$ cat src/rtl/branch_predictor.sv
// branch_predictor: direct-mapped branch target buffer with saturating direction
// counters and saturating performance counters.
//
// Ports:
//   clk_i, rst_i        clock; asynchronous active-high reset
//   lookup_pc_i         fetch PC, looked up combinationally
//   pred_hit_o          valid entry with matching tag at the lookup index
//   pred_taken_o        hit and direction counter MSB set
//   pred_npc_o          stored target when predicted taken, else lookup_pc_i + 4
//   upd_valid_i         one resolved control-flow instruction this cycle
//   upd_pc_i            PC of the resolved instruction
//   upd_taken_i         actual outcome
//   upd_target_i        actual target when taken
//   upd_mispredict_i    mispredict flag, qualified by upd_valid_i
//   clear_i             synchronous invalidate of every entry
//   perf_updates_o      saturating count of accepted updates
//   perf_mispredicts_o  saturating count of mispredicting updates
module branch_predictor #(
   parameter int unsigned ENTRIES = 16,
   parameter int unsigned CNT_W   = 2,
   parameter int unsigned PERF_W  = 32
) (
   input  logic              clk_i,
   input  logic              rst_i,
   input  logic [31:0]       lookup_pc_i,
   output logic              pred_hit_o,
   output logic              pred_taken_o,
   output logic [31:0]       pred_npc_o,
   input  logic              upd_valid_i,
   input  logic [31:0]       upd_pc_i,
   input  logic              upd_taken_i,
   input  logic [31:0]       upd_target_i,
   input  logic              upd_mispredict_i,
   input  logic              clear_i,
   output logic [PERF_W-1:0] perf_updates_o,
   output logic [PERF_W-1:0] perf_mispredicts_o
);

   localparam int unsigned IDX_W = $clog2(ENTRIES);
   localparam int unsigned TAG_W = 30 - IDX_W;
   localparam logic [CNT_W-1:0] CtrMax  = '1;
   // Weakly taken: only the MSB set (for CNT_W=1 this is simply 1).
   localparam logic [CNT_W-1:0] CtrWeak = CNT_W'(1) << (CNT_W - 1);

   logic [ENTRIES-1:0] valid_q, valid_d;
   logic [TAG_W-1:0]   tag_q    [ENTRIES];
   logic [TAG_W-1:0]   tag_d    [ENTRIES];
   logic [31:0]        target_q [ENTRIES];
   logic [31:0]        target_d [ENTRIES];
   logic [CNT_W-1:0]   ctr_q    [ENTRIES];
   logic [CNT_W-1:0]   ctr_d    [ENTRIES];

   logic [PERF_W-1:0] perf_upd_q, perf_upd_d;
   logic [PERF_W-1:0] perf_mis_q, perf_mis_d;

   logic [IDX_W-1:0] lk_idx, up_idx;
   logic [TAG_W-1:0] lk_tag, up_tag;
   logic             up_hit;

   assign lk_idx = lookup_pc_i[IDX_W+1:2];
   assign lk_tag = lookup_pc_i[31:IDX_W+2];
   assign up_idx = upd_pc_i[IDX_W+1:2];
   assign up_tag = upd_pc_i[31:IDX_W+2];
   assign up_hit = valid_q[up_idx] && (tag_q[up_idx] == up_tag);

   // Lookup reads registered state only, so a same-cycle update is not bypassed.
   always_comb begin
      pred_hit_o   = valid_q[lk_idx] && (tag_q[lk_idx] == lk_tag);
      pred_taken_o = pred_hit_o && ctr_q[lk_idx][CNT_W-1];
      pred_npc_o   = pred_taken_o ? target_q[lk_idx] : (lookup_pc_i + 32'd4);
   end

   always_comb begin
      valid_d  = valid_q;
      tag_d    = tag_q;
      target_d = target_q;
      ctr_d    = ctr_q;
      if (clear_i) begin
         valid_d = '0;
      end else if (upd_valid_i) begin
         if (up_hit) begin
            if (upd_taken_i) begin
               target_d[up_idx] = upd_target_i;
               if (ctr_q[up_idx] != CtrMax) ctr_d[up_idx] = ctr_q[up_idx] + 1'b1;
            end else if (ctr_q[up_idx] != '0) begin
               ctr_d[up_idx] = ctr_q[up_idx] - 1'b1;
            end
         end else if (upd_taken_i) begin
            valid_d[up_idx]  = 1'b1;
            tag_d[up_idx]    = up_tag;
            target_d[up_idx] = upd_target_i;
            ctr_d[up_idx]    = CtrWeak;
         end
      end
   end

   // Perf counters count every update, even one suppressed by clear_i.
   always_comb begin
      perf_upd_d = perf_upd_q;
      perf_mis_d = perf_mis_q;
      if (upd_valid_i && (perf_upd_q != '1)) perf_upd_d = perf_upd_q + 1'b1;
      if (upd_valid_i && upd_mispredict_i && (perf_mis_q != '1)) begin
         perf_mis_d = perf_mis_q + 1'b1;
      end
   end

   always_ff @(posedge clk_i or posedge rst_i) begin
      if (rst_i) begin
         valid_q    <= '0;
         perf_upd_q <= '0;
         perf_mis_q <= '0;
         for (int unsigned i = 0; i < ENTRIES; i++) begin
            tag_q[i]    <= '0;
            target_q[i] <= '0;
            ctr_q[i]    <= '0;
         end
      end else begin
         valid_q    <= valid_d;
         tag_q      <= tag_d;
         target_q   <= target_d;
         ctr_q      <= ctr_d;
         perf_upd_q <= perf_upd_d;
         perf_mis_q <= perf_mis_d;
      end
   end

   assign perf_updates_o     = perf_upd_q;
   assign perf_mispredicts_o = perf_mis_q;

endmodule

$ cat config.mk
export PLATFORM = sky130hd
export DESIGN_NAME = branch_predictor
export DESIGN_NICKNAME = d
export VERILOG_FILES = /design/src/rtl/branch_predictor.sv
export SDC_FILE = /design/constraint.sdc
export NUM_CORES = 2
export LEC_CHECK = 0
export CORE_UTILIZATION = 41
export CTS_BUF_LIST = sky130_fd_sc_hd__clkbuf_16
export CTS_CLUSTER_DIAMETER = 200
export DETAILED_ROUTE_END_ITERATION = 12
export DONT_BUFFER_PORTS = 1
export GPL_TIMING_DRIVEN = 0
export HOLD_SLACK_MARGIN = 0.08
export PLACE_DENSITY = 0.62
export RECOVER_POWER = 25
export SLEW_MARGIN = 10
export SYNTH_ARGS = -nofsm -noshare
export SYNTH_HDL_FRONTEND = slang
export SYNTH_SLANG_ARGS = --single-unit
$ cat constraint.sdc
create_clock -name clk_i -period 42.9 [get_ports clk_i]
set_input_delay 6.435 -clock clk_i [delete_from_list [all_inputs] [get_ports clk_i]]
set_output_delay 6.435 -clock clk_i [all_outputs]
set_load 0.02 [all_outputs]
-- Word-level counts from Yosys, hierarchy flattened
Cells that the tools add are included.
- add/subtract/negate cells: 5
- magnitude comparators: 6
- equal/unequal tests: 7
- multiplexer cells: 41
- bitwise operators: 8
- reductions and logical operators: 17
- operators by type and width (cell ; number):
    bitwise mux 512 bit ; 1
    bitwise mux 416 bit ; 1
    two-way mux 32 bit ; 9
    binary-select mux 26 bit (select 4 bit) ; 2
    two-way mux 26 bit ; 5
    binary-select mux 32 bit (select 4 bit) ; 1
    demux 32 bit (select 4 bit) ; 1
    demux 26 bit (select 4 bit) ; 1
    adder 32 x 1 -> 32 bit (second input constant) ; 2
    bitwise mux 32 bit ; 2
    two-way mux 16 bit ; 4
    inequality test 32 bit (second input constant) ; 2
    == test 26 bit ; 2
    adder 32 x 3 -> 32 bit (second input constant) ; 1
    bitwise OR 16 bit ; 2
    bitwise AND 16 bit ; 1
    binary-select mux 2 bit (select 4 bit) ; 2
    NOT 16 bit ; 1
    greater-or-equal comparator 5 bit (second input constant) ; 2
    less-than comparator 4 x 5 -> 1 bit (second input constant) ; 2
    two-way mux 2 bit ; 5
    NOT 4 -> 5 bit ; 2
    nonzero test 2 bit ; 5
    binary-select mux 1 bit (select 4 bit) ; 2
    other kinds (14) ; 26
- register bits: 1040
- input bits: 102
- output and inout port bits: 98
- word-level logic and storage cells: 135

-- Depth between registers and ports, before layout
- depth after elaboration: 9
- mapped depth: 16
- mapped depth without buffers: 10

-- Least setup slack after synthesis
No wires, ideal clock.
- kind: input to output
- from: in lookup_pc_i[2]
- to: out pred_npc_o[2]
- arrival time: 9.758 ns
- setup slack: 26.707 ns
- stages on the path: 13
- buffers on the path: 5
- path through: buf_6 -> buf_4 -> buf_2 -> buf_4 -> mux4_2 -> a211oi_1 -> a21oi_1 -> xnor2_1 -> nand2_1 -> or4bb_1 -> nor4_4 -> buf_6 -> mux2i_1
- cells in the longest elaborated chain, start to end: 8
- RTL lines (item ; RTL line ; source):
    from (decl) ; 25 ; input logic [31:0] lookup_pc_i,
    NOT 4 -> 5 bit (implied by the code) ; 68, 69, 70 ;
    binary-select mux 26 bit (select 4 bit) ; 68 ; pred_hit_o = valid_q[lk_idx] && (tag_q[lk_idx] == lk_tag);
    two-way mux 26 bit (implied by the code) (2 in a row) ; 68 ;
    == test 26 bit ; 68 ;
    logical AND 1 bit ; 68 ;
    logical AND 1 bit ; 69 ; pred_taken_o = pred_hit_o && ctr_q[lk_idx][CNT_W-1];
    two-way mux 32 bit (*) ; 70 ; pred_npc_o = pred_taken_o ? target_q[lk_idx] : (lookup_pc_i + 32'd4);
    to (decl) ; 28 ; output logic [31:0] pred_npc_o,
Every way passes the cells marked *; elsewhere a longest branch is shown, timed or not. The select of a mux whose other input is x is not followed.

-- Final worst setup path
- from: in lookup_pc_i[3]
- to: out pred_npc_o[2]
The elaborated chain is that of the path after synthesis.

==> results.py <==
metrics = {
    "detailed_routing": {
        "vias": 37653,
        "detail-route-antenna-nets": 0,
        "drt_first_pass_iters": 7,
        "wl_per_cell_um": 29.3,
        "wl_um": 183000,
        "avgViaCountPerCell": 6.03,
        "drc": 0,
        "dr.first_iter.drc_count": 4433,
    },
    "clock_tree": {
        "post_cts_buffers": 0,
        "cts_made_buffers": 117,
        "clk_pin_slew_worst_paths_ns": 0.06,
        "cts-root-buf": "clkbuf_16",
        "holdBufCountCts": 0,
        "clock_sinks": 1040,
        "cts_max_level": 3,
        "cts_tree": "built",
        "cts.path.max_buffers": 3,
        "clk_latency_ns": 0.79,
        "cts_resized": 0,
    },
    "timing": {
        "final-hold-violation-count": 0,
        "worst_slack_ns": 23.99,
        "relSlewSlack_pct": -309,
        "slew_violations": 619,
        "setup_viol_count_final": 0,
        "clock.fmax_ghz": 0.0529,
        "rsz0062_at_grt": "no",
        "min_period_ns": 18.91,
        "clock_skew_ns": 0.0902,
        "tightest_slew_ns": 6.13,
        "min_period_over_period_pct": 44.1,
    },
    "placed_design": {
        "hpwl_um": 125000,
        "place_congestion": 0.943,
        "place_area_um2": 55500,
        "post-place-ws_ns": 24.11,
        "portBuffers": 0,
    },
    "synthesis": {
        "synth_flop_cell": "dfrtp_1",
        "yosysTopAreaCellShare_pct": 49.0,
        "yosysSeqAreaShare_pct": 49.0,
        "netlist_area_um2": 53100,
        "synth-seq-cells": 1040,
        "yosysTopAreaCell": "dfrtp_1",
        "syn_nets": 4381,
        "synthCells": 4274,
        "synth-edff-count": 0,
        "synth.area.top_cells": "dfrtp_1 (49%), mux4_2 (15%), mux2_2 (13%)",
        "ys.warnings.count": 0,
        "async_flop_share_pct": 100,
        "synth_cell_types": 77,
        "syn_area_per_cell_um2": 12.4,
    },
    "global_routing": {
        "grt_max_degree": 114,
        "grtUsageMet1_pct": 36.0,
        "grt_pass1_vias": 37934,
        "grt-busiest-layer": "met2",
        "grt_util_met2_pct": 42.6,
        "grt.met3_usage_pct": 10.3,
        "grt_pass1_wl_um": 267000,
        "antenna_found_initial": 10,
        "grt-ovfl-total": 0,
        "grt_use_total_pct": 28.1,
    },
    "pwr": {
        "clkPwrFrac_pct": 38.4,
        "p_seq_share_pct": 46.6,
        "p_sw_share_pct": 28.1,
        "switchingPower_uw": 724,
        "combPwrFrac_pct": 15.0,
        "leakagePower_uw": 0.0275,
        "p_per_area_nw_per_um2": 43.5,
        "intPower_uw": 1850,
        "ir_worst_vdd_mv": 0.0367,
    },
    "critical_path": {
        "cp.required_ns": 36.47,
        "path_class": "in -> out",
        "crit_path_end_kind": "output pin",
        "critPathMaxFanout": 10,
        "arrival_ns": 12.47,
        "critPathLaunchType": "input port",
    },
    "floorplan": {
        "die_height_um": 362,
        "core.rowCount": 131,
        "core_area_um2": 128000,
        "die_w_um": 362,
        "top_level_ports": 200,
        "fp.dieArea_um2": 131000,
        "initial_core_util_pct": 41.5,
    },
    "finish": {
        "final_common_cell": "nand2_1",
        "nFillCells": 11649,
        "final_cell_mix": "nand2_1 (1145), dfrtp_1 (1040), mux2_2 (597), mux4_2 (356), clkbuf_1 (222)",
        "final_area_um2": 59200,
        "area_growth_pct": 11.5,
        "nNetsFinal": 4511,
        "layout-drive-gt1-share_pct": 28.5,
    },
    "flow_run": {
        "drv_cap": 7,
    },
    "min_path": {
        "min_path_type": "reg -> reg",
    },
    "outcome": {
        "status": "finished with violations",
        "violations": "capacitance limit, slew limit",
    },
}
==> layer usage <==
metal	up-vias	share of wire, %
met5	-	0.037
met1	19682	38
met3	499	12
met2	2064	45
li1	15398	-
met4	10	4.8
==> critical path: stages <==
cell,delay (ns)
buf_2,0.24
buf_2,0.47
buf_2,0.44
clkbuf_1,0.81
clkbuf_1,0.76
a211oi_1,0.17
a21oi_1,0.65
xor2_1,0.17
nor4_1,0.36
nand4_1,0.19
nor4_4,0.72
buf_6,0.32
mux2i_1,0.72
==> through the flow <==
| stage | hold slack [ns] | setup TNS [ns] | utilization, % | power [µW] | cells |
|---|---|---|---|---|---|
| after global placement | 0.453 | -5195.16 | 43.1 | 1580 | 6003 |
| final | 0.471 | 0 | 46.2 | 2570 | 6243 |
| after global routing | 0.488 | 0 | 46.2 | 2660 | 6234 |
| after CTS | 0.473 | 0 | 46.3 | 2580 | 6234 |
| after detailed placement | 0.459 | 0 | 43.4 | 1590 | 6014 |
| after floorplan | 0.440 | 0 | - | 1470 | 4274 |
==> state kept, by name (all words and copies together), names as in the netlist <==
name,count
valid_q,16
target_q,512
perf_mispredicts_o,32
tag_q,416
perf_updates_o,32
ctr_q,32
==> cell families after synthesis <==
| family | count (synthesis) | share of synthesized area [%] |
|---|---|---|
| multiplexers | 1129 | 31.4 |
| adder cells (fa/ha/maj) | 5 | 0.118 |
| flip-flops | 1040 | 49.0 |
| AND/OR/NAND/NOR | 1436 | 11.5 |
| buffers and inverters | 365 | 3.41 |
| AO/OA/AOI/OAI | 153 | 2.06 |
| XOR/XNOR | 146 | 2.41 |
==> cell usage after synthesis (7+ instances only) <==
cell,n
nor3_1,12
xor2_1,39
buf_4,32
and3_1,20
buf_2,34
nand2_8,10
nor2_1,64
clkbuf_1,216
nand2_1,1145
nor2b_1,25
nand2b_1,9
dfrtp_1,1040
nand3_1,51
mux2i_1,124
inv_1,17
and4_1,13
mux4_2,356
nand4_1,25
mux2_1,22
buf_1,28
mux2_4,29
a31oi_1,7
a211oi_1,13
mux2_2,597
nor4_1,30
o21ai_0,8
and2_1,10
buf_6,33
a21oi_1,35
xnor2_1,107
a22oi_1,38
==> power groups by stage <==
stage          Combinational [µW]  Clock, µW  Sequential (µW)
2_1_floorplan                 290          0             1180
3_3_place_gp                  371          0             1210
3_5_place_dp                  383          0             1210
4_1_cts                       385        997             1200
5_1_grt                       414       1030             1210
6_report                      386        987             1200
==> path summary, 6_finish.rpt <==
check                                    start       endpoint  slack, ns  cells after the start
worst max-delay path            lookup_pc_i[3]  pred_npc_o[2]      23.99                     13
worst min register to register   target_q[303]  target_q[303]       0.47                      2
worst min-delay path             target_q[303]  target_q[303]       0.47                      2
max in group asynchronous                rst_i   target_q[17]      27.03                      6
worst max register to register      tag_q[149]     tag_q[312]      38.23                     11
min in group asynchronous                rst_i      tag_q[97]       6.25                      1
==> layout make-up <==
type                    instances  area [µm²]  share of cell area, %
diodes                          9        22.5                 0.0381
plain buffers                 345        1740                   2.93
clock buffers                 118        2950                   4.99
clock inverters               102         801                   1.35
inverters                      20        76.3                  0.129
multi-input cells            2869       25200                   42.7
flip-flops and latches       1040       26000                   44.0
well taps                    1729        2160                   3.66
repair buffers                 11         160                  0.271
(Power assumes the default switching activity.)
